$ cat src/rtl/fifo_pkg.sv
// rtl/fifo_pkg.sv - shared constants, pointer-width helper and status struct for the FIFO
package fifo_pkg;

  localparam int FIFO_DATA_W = 8;
  localparam int FIFO_DEPTH  = 16;

  // Pointer width for a power-of-two depth
  function automatic int ptr_w(input int depth);
    return $clog2(depth);
  endfunction

  typedef struct packed {
    logic full;
    logic empty;
    logic almost_full;
    logic almost_empty;
    logic overflow;
    logic underflow;
  } fifo_status_t;

endpackage

$ cat src/rtl/fifo_if.sv
// rtl/fifo_if.sv - request/response bus between the FIFO driver/monitor and the FIFO memory
interface fifo_if import fifo_pkg::*; #(
  parameter int DATA_W = FIFO_DATA_W,
  parameter int DEPTH  = FIFO_DEPTH
);

  localparam int CNT_W = ptr_w(DEPTH) + 1;

  logic [DATA_W-1:0] data_in;
  logic              wr;
  logic              rd;
  logic [DATA_W-1:0] data_out;
  logic              full;
  logic              empty;
  logic              almost_full;
  logic              almost_empty;
  logic [CNT_W-1:0]  count;
  logic              overflow;
  logic              underflow;

  modport master (
    output data_in, wr, rd,
    input  data_out, full, empty, almost_full, almost_empty, count, overflow, underflow
  );

  modport slave (
    input  data_in, wr, rd,
    output data_out, full, empty, almost_full, almost_empty, count, overflow, underflow
  );

endinterface

$ cat src/rtl/fifo_ram.sv
// rtl/fifo_ram.sv - DEPTH x DATA_W storage with one write port and a registered read port
module fifo_ram import fifo_pkg::*; #(
  parameter int DATA_W = FIFO_DATA_W,
  parameter int DEPTH  = FIFO_DEPTH
) (
  input  logic                     clk,
  input  logic                     rst,
  input  logic                     we,
  input  logic [ptr_w(DEPTH)-1:0]  waddr,
  input  logic [DATA_W-1:0]        wdata,
  input  logic                     re,
  input  logic [ptr_w(DEPTH)-1:0]  raddr,
  output logic [DATA_W-1:0]        rdata
);

  logic [DATA_W-1:0] mem [DEPTH];

  // Storage is never reset; stale words are unreachable once the pointers reset
  always_ff @(posedge clk) begin
    if (we) mem[waddr] <= wdata;
  end

  // Read register holds its value unless a read is accepted
  always_ff @(posedge clk or posedge rst) begin
    if (rst)     rdata <= '0;
    else if (re) rdata <= mem[raddr];
  end

endmodule

$ cat src/rtl/fifo_mem.sv
// rtl/fifo_mem.sv - single-clock FIFO: pointers, occupancy, status flags and sticky errors
module fifo_mem import fifo_pkg::*; #(
  parameter int DATA_W   = FIFO_DATA_W,
  parameter int DEPTH    = FIFO_DEPTH,
  parameter int AF_LEVEL = 14,
  parameter int AE_LEVEL = 2
) (
  input logic   clk,
  input logic   rst,
  fifo_if.slave bus
);

  localparam int PTR_W = ptr_w(DEPTH);
  localparam int CNT_W = PTR_W + 1;

  logic [PTR_W-1:0] wptr;
  logic [PTR_W-1:0] rptr;
  logic [CNT_W-1:0] count_q;
  logic [CNT_W-1:0] count_next;
  logic             wr_ok;
  logic             rd_ok;
  logic [DATA_W-1:0] rdata;
  fifo_status_t     st_q;

  // Acceptance uses the registered flags; a simultaneous write cannot feed an empty read
  always_comb begin
    wr_ok      = bus.wr && !st_q.full;
    rd_ok      = bus.rd && !st_q.empty;
    count_next = count_q;
    if (wr_ok && !rd_ok)      count_next = count_q + CNT_W'(1);
    else if (rd_ok && !wr_ok) count_next = count_q - CNT_W'(1);
  end

  // Pointers wrap naturally at DEPTH; occupancy tracks accepted operations
  always_ff @(posedge clk or posedge rst) begin
    if (rst) begin
      wptr    <= '0;
      rptr    <= '0;
      count_q <= '0;
    end else begin
      if (wr_ok) wptr <= wptr + PTR_W'(1);
      if (rd_ok) rptr <= rptr + PTR_W'(1);
      count_q <= count_next;
    end
  end

  // Flags come from the next count so they line up with the registered count
  always_ff @(posedge clk or posedge rst) begin
    if (rst) begin
      st_q.full         <= 1'b0;
      st_q.empty        <= 1'b1;
      st_q.almost_full  <= 1'b0;
      st_q.almost_empty <= 1'b1;
      st_q.overflow     <= 1'b0;
      st_q.underflow    <= 1'b0;
    end else begin
      st_q.full         <= (count_next == CNT_W'(DEPTH));
      st_q.empty        <= (count_next == '0);
      st_q.almost_full  <= (count_next >= CNT_W'(AF_LEVEL));
      st_q.almost_empty <= (count_next <= CNT_W'(AE_LEVEL));
      if (bus.wr && st_q.full)  st_q.overflow  <= 1'b1;
      if (bus.rd && st_q.empty) st_q.underflow <= 1'b1;
    end
  end

  fifo_ram #(.DATA_W(DATA_W), .DEPTH(DEPTH)) u_ram (
    .clk   (clk),
    .rst   (rst),
    .we    (wr_ok),
    .waddr (wptr),
    .wdata (bus.data_in),
    .re    (rd_ok),
    .raddr (rptr),
    .rdata (rdata)
  );

  assign bus.data_out     = rdata;
  assign bus.count        = count_q;
  assign bus.full         = st_q.full;
  assign bus.empty        = st_q.empty;
  assign bus.almost_full  = st_q.almost_full;
  assign bus.almost_empty = st_q.almost_empty;
  assign bus.overflow     = st_q.overflow;
  assign bus.underflow    = st_q.underflow;

endmodule

$ cat src/flat_wrapper.sv
// flat-port wrapper written by rule: the top's interface ports become plain ports
module fifo_mem_flat import fifo_pkg::*;
#(
  parameter int DATA_W   = FIFO_DATA_W,
  parameter int DEPTH    = FIFO_DEPTH,
  parameter int AF_LEVEL = 14,
  parameter int AE_LEVEL = 2
)
  (clk, rst, bus_data_in, bus_wr, bus_rd, bus_data_out, bus_full, bus_empty, bus_almost_full, bus_almost_empty, bus_count, bus_overflow, bus_underflow);
  fifo_if #(.DATA_W(DATA_W), .DEPTH(DEPTH)) bus_i ();
  input logic clk;
  input logic rst;
  input wire logic [$bits(bus_i.data_in)-1:0] bus_data_in;
  input wire logic [$bits(bus_i.wr)-1:0] bus_wr;
  input wire logic [$bits(bus_i.rd)-1:0] bus_rd;
  output wire logic [$bits(bus_i.data_out)-1:0] bus_data_out;
  output wire logic [$bits(bus_i.full)-1:0] bus_full;
  output wire logic [$bits(bus_i.empty)-1:0] bus_empty;
  output wire logic [$bits(bus_i.almost_full)-1:0] bus_almost_full;
  output wire logic [$bits(bus_i.almost_empty)-1:0] bus_almost_empty;
  output wire logic [$bits(bus_i.count)-1:0] bus_count;
  output wire logic [$bits(bus_i.overflow)-1:0] bus_overflow;
  output wire logic [$bits(bus_i.underflow)-1:0] bus_underflow;
  assign bus_i.data_in = bus_data_in;
  assign bus_i.wr = bus_wr;
  assign bus_i.rd = bus_rd;
  assign bus_data_out = bus_i.data_out;
  assign bus_full = bus_i.full;
  assign bus_empty = bus_i.empty;
  assign bus_almost_full = bus_i.almost_full;
  assign bus_almost_empty = bus_i.almost_empty;
  assign bus_count = bus_i.count;
  assign bus_overflow = bus_i.overflow;
  assign bus_underflow = bus_i.underflow;
  fifo_mem #(.DATA_W(DATA_W), .DEPTH(DEPTH), .AF_LEVEL(AF_LEVEL), .AE_LEVEL(AE_LEVEL)) u_core (.clk(clk), .rst(rst), .bus(bus_i));
endmodule
$ cat config.mk
export PLATFORM = sky130hd
export DESIGN_NAME = fifo_mem_flat
export DESIGN_NICKNAME = d
export VERILOG_FILES = /design/src/rtl/fifo_pkg.sv /design/src/rtl/fifo_if.sv /design/src/rtl/fifo_ram.sv /design/src/rtl/fifo_mem.sv /design/src/flat_wrapper.sv
export SDC_FILE = /design/constraint.sdc
export NUM_CORES = 1
export LEC_CHECK = 0
export BUFFER_PORTS_ARGS = -buffer_cell sky130_fd_sc_hd__buf_4
export CAP_MARGIN = 25
export CORE_ASPECT_RATIO = 1.75
export CORE_MARGIN = 10
export CORE_UTILIZATION = 65
export CTS_CLUSTER_DIAMETER = 200
export DETAILED_ROUTE_END_ITERATION = 10
export GPL_ROUTABILITY_DRIVEN = 0
export HOLD_SLACK_MARGIN = 0.05
export PLACE_DENSITY = 0.84
export SYNTH_ARGS = -nofsm -noshare
export SYNTH_HDL_FRONTEND = slang
export SYNTH_SLANG_ARGS = --single-unit
$ cat constraint.sdc
create_clock -name clk -period 5 [get_ports clk]
set_input_delay 0.75 -clock clk [delete_from_list [all_inputs] [get_ports clk]]
set_output_delay 0.75 -clock clk [all_outputs]
set_load 0.005 [all_outputs]
==> qor.yml, run 1 <==
critPathKind: "input pin to flop"
antenna_found_initial: 0
ant_nets: 0
clkLatencyLatePin_ns: 0.42
clockBufferDepth: 2
p_per_area_nw_per_um2: 601
p_total_uw: 4330
finalSetupTns_ns: 0
die_y_um: 150
grt_pass1_vias: 3302
ff2ff_setup_slack_ns: 2.62
slew_violations: 0
synthTopCellsByArea: "edfxtp_1 (62%), mux4_2 (10%), dfrtp_1 (10%), mux2i_1 (1.9%), mux2_2 (1.4%)"
syn_avg_cell_area_um2: 18.8
grt.total_usage_pct: 19.5
wl_per_cell_um: 25.2
synth_seq_area_share_pct: 72.4
synthDistinctLibCells: 44
die_area_um2: 14100
skew_ns: 0.00794
max_stage_delay_ns: 0.83
die_w_um: 94.1
crit_chain: "buf_4 -> nor2b_2 -> nand2_1 -> nor3_1"
syn_inst: 332
vias: 3215
drc_errors: 0
wl_met1_mm: 4.49
synth_top_area_share_pct: 61.5
fillCellCount: 512
cts_tree: "done"
ir_worst_vdd_v: 0.000429
end_kind: "flop"
reg2reg_depth: 3
fmax_mhz: 418
drive_gt1_share_pct: 30.5
path_buf_inv: 1
port_buffers: 30
cts_sinks: 155
cts_root_buf: "clkbuf_16"
num_rows: 47
slew-limit-headroom_pct: 31.3
post_cts_buffers: 0
finalCritPeriodShare_pct: 47.9
synth-edff-count: 128
drt-initial-drc-count: 312
cts_hold_buffers: 0
grt_max_degree: 37
finalSetupViolCount: 0
synthArstFlopShare_pct: 17.4
crit_slowest_cell: "nor3_1"
syn_to_final_growth_pct: 15.4
grt_overflow: 0
cts_made_buffers: 17
p_leak_uw: 0.00255
seq_area_um2: 4520
rsz0062_at_grt: "no"
worst_pin_slew_ns: 1.02
synth_fp_nets: 351
htree_levels: 4
ys_seq_elements: 155
cts-resized-gates: 0
routed_wl_mm: 12.8
met2WireLength_mm: 7.12
cap_violations: 0
antenna_cells: 0
multiInputGateArea_um2: 1600
ios: 31
r2r-start: "u_core.bus.full"
yosys_most_used_dff: "edfxtp_1"
grt_pass1_wl_mm: 19.7
period_minus_slack_ns: 2.39
yosysWarnings: 0
coreArea_um2: 9410
cp.arrival_ns: 2.43
top_layer_used: "met4"
start_util_pct: 66.4
hpwlAfterDp_mm: 8.06
mostFrequentLayoutCell: "edfxtp_1"
vias_per_cell: 6.35
critPathTopFamily: "simple AND/OR/NAND/NOR gates"
yosys.area.top_type: "edfxtp_1"
r2r_end: "u_core.u_ram.mem[3][4]"
wl_met3_um: 665
synthesis.area_um2: 6250
critPathLaunchType: "input pin"
path_clk_slew_ns: 0.06
outcome: "complete, no violations"
firstDrtPassIters: 4
crit_required_ns: 5.03
hold_violations: 0
critPathMaxFanout: 10
layout_common_cells: "edfxtp_1 (128), buf_4 (31), mux4_2 (28)"
min_path_type: "input pin to async pin"
nets: 390
==> worst max-delay path by stage <==
stage	startpoint	to	slack [ns]	cells past startpoint
floorplan	bus_wr	u_core.u_ram.mem[3][0]	2.87	4
global placement	bus_wr	u_core.u_ram.mem[0][4]	2.32	4
detailed placement	bus_wr	u_core.u_ram.mem[0][4]	2.16	4
CTS	bus_wr	u_core.u_ram.mem[0][3]	2.53	4
global route	u_core.bus.full	u_core.u_ram.mem[3][6]	2.42	3
finish	bus_wr	u_core.u_ram.mem[3][4]	2.61	4
==> final cells by class <==
cell class,instances,share of cell area [%]
clock buffers,19,6.01
flip-flops and latches,155,62.8
well taps,122,2.12
inverters,6,0.313
repair buffers,37,4.55
multi-input cells,154,22.2
clock inverters,13,2.08
==> Yosys cell counts (3+ instances only) <==
master    instances
a211oi_1          4
a21oi_1           5
a31oi_1           5
buf_2             6
buf_4             5
clkbuf_1          3
dfrtp_1          25
edfxtp_1        128
ha_1              7
inv_1             6
mux2_2            8
mux2i_1          12
mux4_2           28
nand2_1          11
nand2b_1          4
nor2_1           16
nor3_1            6
o21ai_0           4
o22ai_1           7
xnor2_1           7
xnor2_2           3
==> routing by layer <==
layer	track usage, %	vias up
met5	0	-
met4	12.2	0
met3	3.96	28
met2	33.6	150
met1	21.2	1643
li1	-	1394
==> power by group <==
part | leakage [µW] | switching [µW] | internal, µW
sequential | 0.00147 | 166 | 1620
clock | 0.000282 | 488 | 779
combinational | 0.000801 | 657 | 621
total | 0.00255 | 1310 | 3020
==> stage by stage <==
stage | hold WS (ns) | instances | worst slack (ns) | utilization (%) | instance area [µm²]
2_1_floorplan | 0.451 | 332 | 2.87 | - | 6250
3_3_place_gp | 0.441 | 468 | 2.32 | 69.4 | 6530
3_5_place_dp | 0.446 | 470 | 2.16 | 70.0 | 6580
4_1_cts | 0.262 | 502 | 2.53 | 76.2 | 7170
5_1_grt | 0.280 | 506 | 2.42 | 76.6 | 7210
6_report | 0.266 | 506 | 2.61 | 76.6 | 7210
==> registers in the layout, indices dropped and copies added, names as in the netlist <==
register and flops:
u_core.bus.almost_empty 1, u_core.bus.almost_full 1, u_core.bus.count 5, u_core.bus.empty 1, u_core.bus.full 1, u_core.bus.overflow 1, u_core.bus.underflow 1, u_core.rptr 4
u_core.u_ram.mem 128, u_core.u_ram.rdata 8, u_core.wptr 4
==> cells by family after synthesis <==
group,Yosys count,synth area share (%)
AND/OR/NAND/NOR,54,4.61
adder cells (fa/ha/maj),7,1.40
buffers and inverters,23,2.04
XOR/XNOR,10,1.76
multiplexers,48,13.5
AO/OA/AOI/OAI,35,4.33
flip-flops,155,72.4
==> worst reg2reg max path: cells and delay by family (launching register included) <==
kind / cells / cell delay (ns)
flip-flops: 1 / 0.41
AND/OR/NAND/NOR: 3 / 1.58
Note: power is estimated with default switching activity, not from simulation.
==> run 2: changes to the inputs <==
- CORE_UTILIZATION: 65 -> 55
- PLACE_DENSITY: 0.84 -> 0.76
- clock period: 5 -> 2.02 ns (I/O delays scaled with it)
==> run 2 against run 1 <==
Via count grew 0.96%. Combinational power rose by 150%. Sequential share of layout area fell by 1.6 points. Global-route usage fell by 3.5 points. Final cell count increased by 7.1%. Worst setup slack lost 2.5 ns. Critical endpoint is now u_core.u_ram.mem[2][3]. Largest power group unchanged.
==> qor.yml, run 2 (synthesis results as in run 1) <==
path_clk_slew_ns: 0.06
ir_worst_vdd_v: 0.000855
syn_to_final_growth_pct: 18.3
critPathMaxFanout: 8
swShare_pct: 29.3
wl_per_cell_um: 22.7
hpwlAfterDp_mm: 8.39
worst_pin_slew_ns: 0.531
fin_ws_ns: 0.0921
cts_tree: "done"
mostFrequentLayoutCell: "edfxtp_1"
drt-initial-drc-count: 299
largest_reg_flops: 128
p_int_uw: 7620
slew-limit-headroom_pct: 64.6
power_frac_comb_pct: 29.1
nets: 416
top_layer_used: "met4"
critPathLaunchType: "flop"
p_total_uw: 10800
ff2ff_setup_slack_ns: 0.09
coreArea_um2: 11100
seqPwrFrac_pct: 41.4
ios: 31
r2r-start: "u_core.bus.full"
die_area_um2: 16200
min_path_type: "input pin to flop"
place_ws_ns: -0.0234
critPathKind: "flop to flop"
end_kind: "flop"
vias: 3246
slew_violations: 0
htree_levels: 4
cp.arrival_ns: 2.05
worstSetupStartpoint: "u_core.bus.full"
r2r_end: "u_core.u_ram.mem[2][3]"
antenna_found_initial: 0
grt_pass1_wl_mm: 19.5
finalCritPeriodShare_pct: 95.4
clockBufferDepth: 2
path_depth: 4
outcome: "complete, no violations"
critPathCapture: "u_core.u_ram.mem[2][3]"
grt_pass1_vias: 3570
met2WireLength_mm: 6.90
rsz0062_at_grt: "no"
period_minus_slack_ns: 1.93
skew_ns: 0.00709
clkPwrFrac_pct: 29.5
start_util_pct: 56.3
hold_violations: 0
critPathTopFamily: "simple AND/OR/NAND/NOR gates"
routed_wl_mm: 12.3
num_rows: 51
reg2reg_depth: 4
max_stage_delay_ns: 0.44
post_cts_buffers: 0
finalSetupViolCount: 0
grt_overflow: 0
regMostFlops: "u_core.u_ram.mem"
wl_met3_um: 518
cts_sinks: 155
antenna_cells: 0
layout_common_cells: "edfxtp_1 (128), buf_4 (62), mux4_2 (28)"
power.switching_uw: 3160
ant_nets: 0
p_per_area_nw_per_um2: 1460
p_leak_uw: 0.00269
cts_root_buf: "clkbuf_16"
die_w_um: 101
fmax_mhz: 519
path_buf_inv: 1
fillCellCount: 772
die_y_um: 161
cts_made_buffers: 17
firstDrtPassIters: 5
crit_slowest_cell: "dfrtp_1"
vias_per_cell: 5.99
grt.total_usage_pct: 16.0
cap_violations: 0
crit_required_ns: 2.14
drc_errors: 0
final_util_pct: 66.6
port_buffers: 30
crit_chain: "nor2b_2 -> nand2_1 -> nor3_2 -> buf_4"
drive_gt1_share_pct: 35.4
wl_met1_mm: 4.48
grt_max_degree: 28
clkLatencyLatePin_ns: 0.41
-- run 2: cell types whose count changed in the layout (fill, tap and decap cells not counted) --
| cell | delta |
|---|---|
| clkbuf_8 | +2 |
| nor3_1 | -1 |
| clkbuf_4 | -2 |
| clkinv_1 | -2 |
| buf_2 | -1 |
| buf_12 | -1 |
| clkinv_4 | +1 |
| dlygate4sd3_1 | +1 |
| buf_4 | +31 |
| clkinvlp_4 | -2 |
| nor3_2 | +1 |
| clkinv_2 | +1 |
| buf_16 | -2 |
-- run 2: area by class of cell --
| type | instances | area (µm²) | area share (%) |
|---|---|---|---|
| Clock inverter | 11 | 141 | 1.91 |
| Clock buffer | 21 | 460 | 6.23 |
| Tap cell | 132 | 165 | 2.24 |
| Multi-Input combinational cell | 154 | 1600 | 21.7 |
| Timing Repair Buffer | 63 | 475 | 6.43 |
| Sequential cell | 155 | 4520 | 61.2 |
| Inverter | 6 | 22.5 | 0.305 |
-- run 2: worst reg2reg max path: cells and delay by family (launching register included) --
| family | cells | cell delay, ns |
|---|---|---|
| AND/OR/NAND/NOR | 3 | 0.99 |
| flip-flops | 1 | 0.44 |
| buffers and inverters | 1 | 0.22 |
-- run 2: power by group through the flow --
stage / registers, µW / clock network [µW] / logic, µW
after floorplan: 4290 / 0 / 2290
after global placement: 4500 / 0 / 3070
after detailed placement: 4530 / 0 / 3140
after CTS: 4470 / 3230 / 3180
after global routing: 4540 / 3370 / 3410
final: 4470 / 3180 / 3140
-- run 2: metrics by stage --
| stage | instance area (µm²) | TNS [ns] | hold slack [ns] | instances |
|---|---|---|---|---|
| 2_1_floorplan | 6250 | 0 | 0.354 | 332 |
| 4_1_cts | 7390 | 0 | 0.0973 | 542 |
| 3_5_place_dp | 6770 | -0.138 | 0.409 | 509 |
| 6_report | 7390 | 0 | 0.108 | 542 |
| 5_1_grt | 7390 | 0 | 0.114 | 542 |
| 3_3_place_gp | 6770 | -0.189 | 0.395 | 509 |
-- run 2: per-layer routing --
| layer | global-route usage, % | up-vias |
|---|---|---|
| li1 | - | 1437 |
| met1 | 16.8 | 1688 |
| met2 | 28.5 | 95 |
| met3 | 4.23 | 26 |
| met4 | 7.87 | 0 |
| met5 | 0 | - |
-- run 2: what timing repair did --
action | in CTS | in global routing
endpoints found under the hold margin | 25 | 0
setup endpoints to repair | 8 | 0
gates resized for setup | 1 | 0
hold buffers | 1 | 0
-- run 2: worst min-delay path by stage --
| stage | from | end | cells after the start |
|---|---|---|---|
| after floorplan | rst | u_core.bus.almost_full | 1 |
| after global placement | rst | u_core.bus.overflow | 3 |
| after detailed placement | rst | u_core.bus.overflow | 3 |
| after CTS | bus_wr | u_core.bus.overflow | 2 |
| after global routing | bus_rd | u_core.bus.underflow | 2 |
| final | bus_wr | u_core.bus.overflow | 2 |
==> run 3: changes to the inputs <==
- CORE_UTILIZATION: 55 -> 57
- CTS_BUF_LIST: not set -> sky130_fd_sc_hd__clkbuf_4 sky130_fd_sc_hd__clkbuf_8
- PLACE_DENSITY: 0.76 -> 0.78
==> run 3 against run 2 <==
Final area shrank 2.7%. Sequential cell count stayed put. Sequential share of layout area rose by 1.7 points. Die area fell by 2.9%. Non-clock buffer count decreased by 2.
==> qor.yml, run 3 (synthesis results as in run 1) <==
outcome: "complete, no violations"
grt_overflow: 0
die_w_um: 99.1
wl_per_cell_um: 22.0
htree_levels: 4
seq_area_um2: 4520
hold_depth: 2
vias: 3208
r2r-start: "u_core.bus.full"
drt-initial-drc-count: 179
critPathKind: "flop to flop"
cp.arrival_ns: 2.10
fillCellCount: 704
vias_per_cell: 5.97
ios: 31
coreArea_um2: 10700
cap_violations: 0
worst_pin_slew_ns: 0.476
grt.total_usage_pct: 16.0
clkLatencyLatePin_ns: 0.43
holdPathEnd: "u_core.bus.overflow"
syn_to_final_growth_pct: 15.1
crit_slowest_cell: "dfrtp_1"
ir_worst_vdd_v: 0.00101
cts_sinks: 155
end_kind: "flop"
cts_made_buffers: 17
path_clk_slew_ns: 0.07
reg2reg_depth: 4
cts-resized-gates: 0
crit_required_ns: 2.16
drive_gt1_share_pct: 34.6
antenna_cells: 0
rsz0062_at_grt: "no"
grt_pass1_wl_mm: 19.0
post_cts_buffers: 0
routed_wl_mm: 11.8
multiInputGateArea_um2: 1600
port_buffers: 30
slew-limit-headroom_pct: 68.1
fmax_mhz: 512
hold_violations: 0
largest_reg_flops: 128
worstSetupStartpoint: "u_core.bus.full"
hpwlAfterDp_mm: 8.32
cts_hold_buffers: 1
finalSetupTns_ns: 0
start_util_pct: 58.4
ant_nets: 0
critPathLaunchType: "flop"
p_leak_uw: 0.00258
die_y_um: 158
die_area_um2: 15700
min_path_type: "input pin to flop"
clockBufferDepth: 2
firstDrtPassIters: 5
regMostFlops: "u_core.u_ram.mem"
antenna_found_initial: 0
fin_ws_ns: 0.0651
slew_violations: 0
finalSetupViolCount: 0
num_rows: 50
mostFrequentLayoutCell: "edfxtp_1"
p_per_area_nw_per_um2: 1380
grt_max_degree: 35
drc_errors: 0
layout_common_cells: "edfxtp_1 (128), buf_4 (58), mux4_2 (28)"
crit_chain: "nor2b_2 -> nand2_1 -> nor3_1 -> buf_4"
ff2ff_setup_slack_ns: 0.07
cts_root_buf: "clkbuf_8"
nets: 414
max_stage_delay_ns: 0.43
hold_start: "bus_wr"
critPathMaxFanout: 10
cts_tree: "done"
place_ws_ns: 0.0848
grt_pass1_vias: 3461
finalCritPeriodShare_pct: 96.8
skew_ns: 0.00952
r2r_end: "u_core.u_ram.mem[0][3]"
period_minus_slack_ns: 1.95
-- run 3: cell type report --
cell class / count / share of cell area, %
flip-flops and latches: 155 / 62.9
well taps: 130 / 2.26
multi-input cells: 154 / 22.2
clock inverters: 12 / 2.05
repair buffers: 61 / 6.75
inverters: 6 / 0.313
clock buffers: 19 / 3.46
-- run 3: layer usage --
layer	track usage [%]	wire length, µm	vias to the layer above
li1	-	-	1438
met1	16.6	4180	1646
met5	0	0	-
met3	3.86	547	24
met4	8.22	329	0
met2	29.0	6760	100
-- run 3: power breakdown --
group	switching [µW]	internal [µW]	leakage [µW]
Clock	1040	1240	0.000194
Combinational	1630	1620	0.000917
Sequential	382	4010	0.00147
Total	3050	6870	0.00258
-- run 3: worst max path at each step --
stage,endpoint,cells past startpoint,slack (ns)
6_report,u_core.u_ram.mem[0][3],4,0.07
3_3_place_gp,u_core.u_ram.mem[0][2],4,0.16
5_1_grt,u_core.u_ram.mem[0][2],4,0.009
2_1_floorplan,u_core.u_ram.mem[3][0],4,0.24
3_5_place_dp,u_core.u_ram.mem[0][2],4,0.08
4_1_cts,u_core.u_ram.mem[0][3],4,0.07
-- run 3: critical path, delay by kind of cell, from the launching register on --
family / cells / cell delay [ns]
simple gates: 3 / 1.01
buf+inv: 1 / 0.23
flops: 1 / 0.43
-- run 3: metrics by stage --
step / total power [µW] / util [%] / hold slack (ns) / area [µm²] / cells
floorplan: 6580 / - / 0.354 / 6250 / 332
global placement: 7590 / 63.4 / 0.385 / 6780 / 505
detailed placement: 7720 / 63.4 / 0.402 / 6780 / 505
CTS: 10000 / 67.2 / 0.0720 / 7190 / 537
global route: 10400 / 67.2 / 0.0792 / 7190 / 537
finish: 9910 / 67.2 / 0.0991 / 7190 / 537
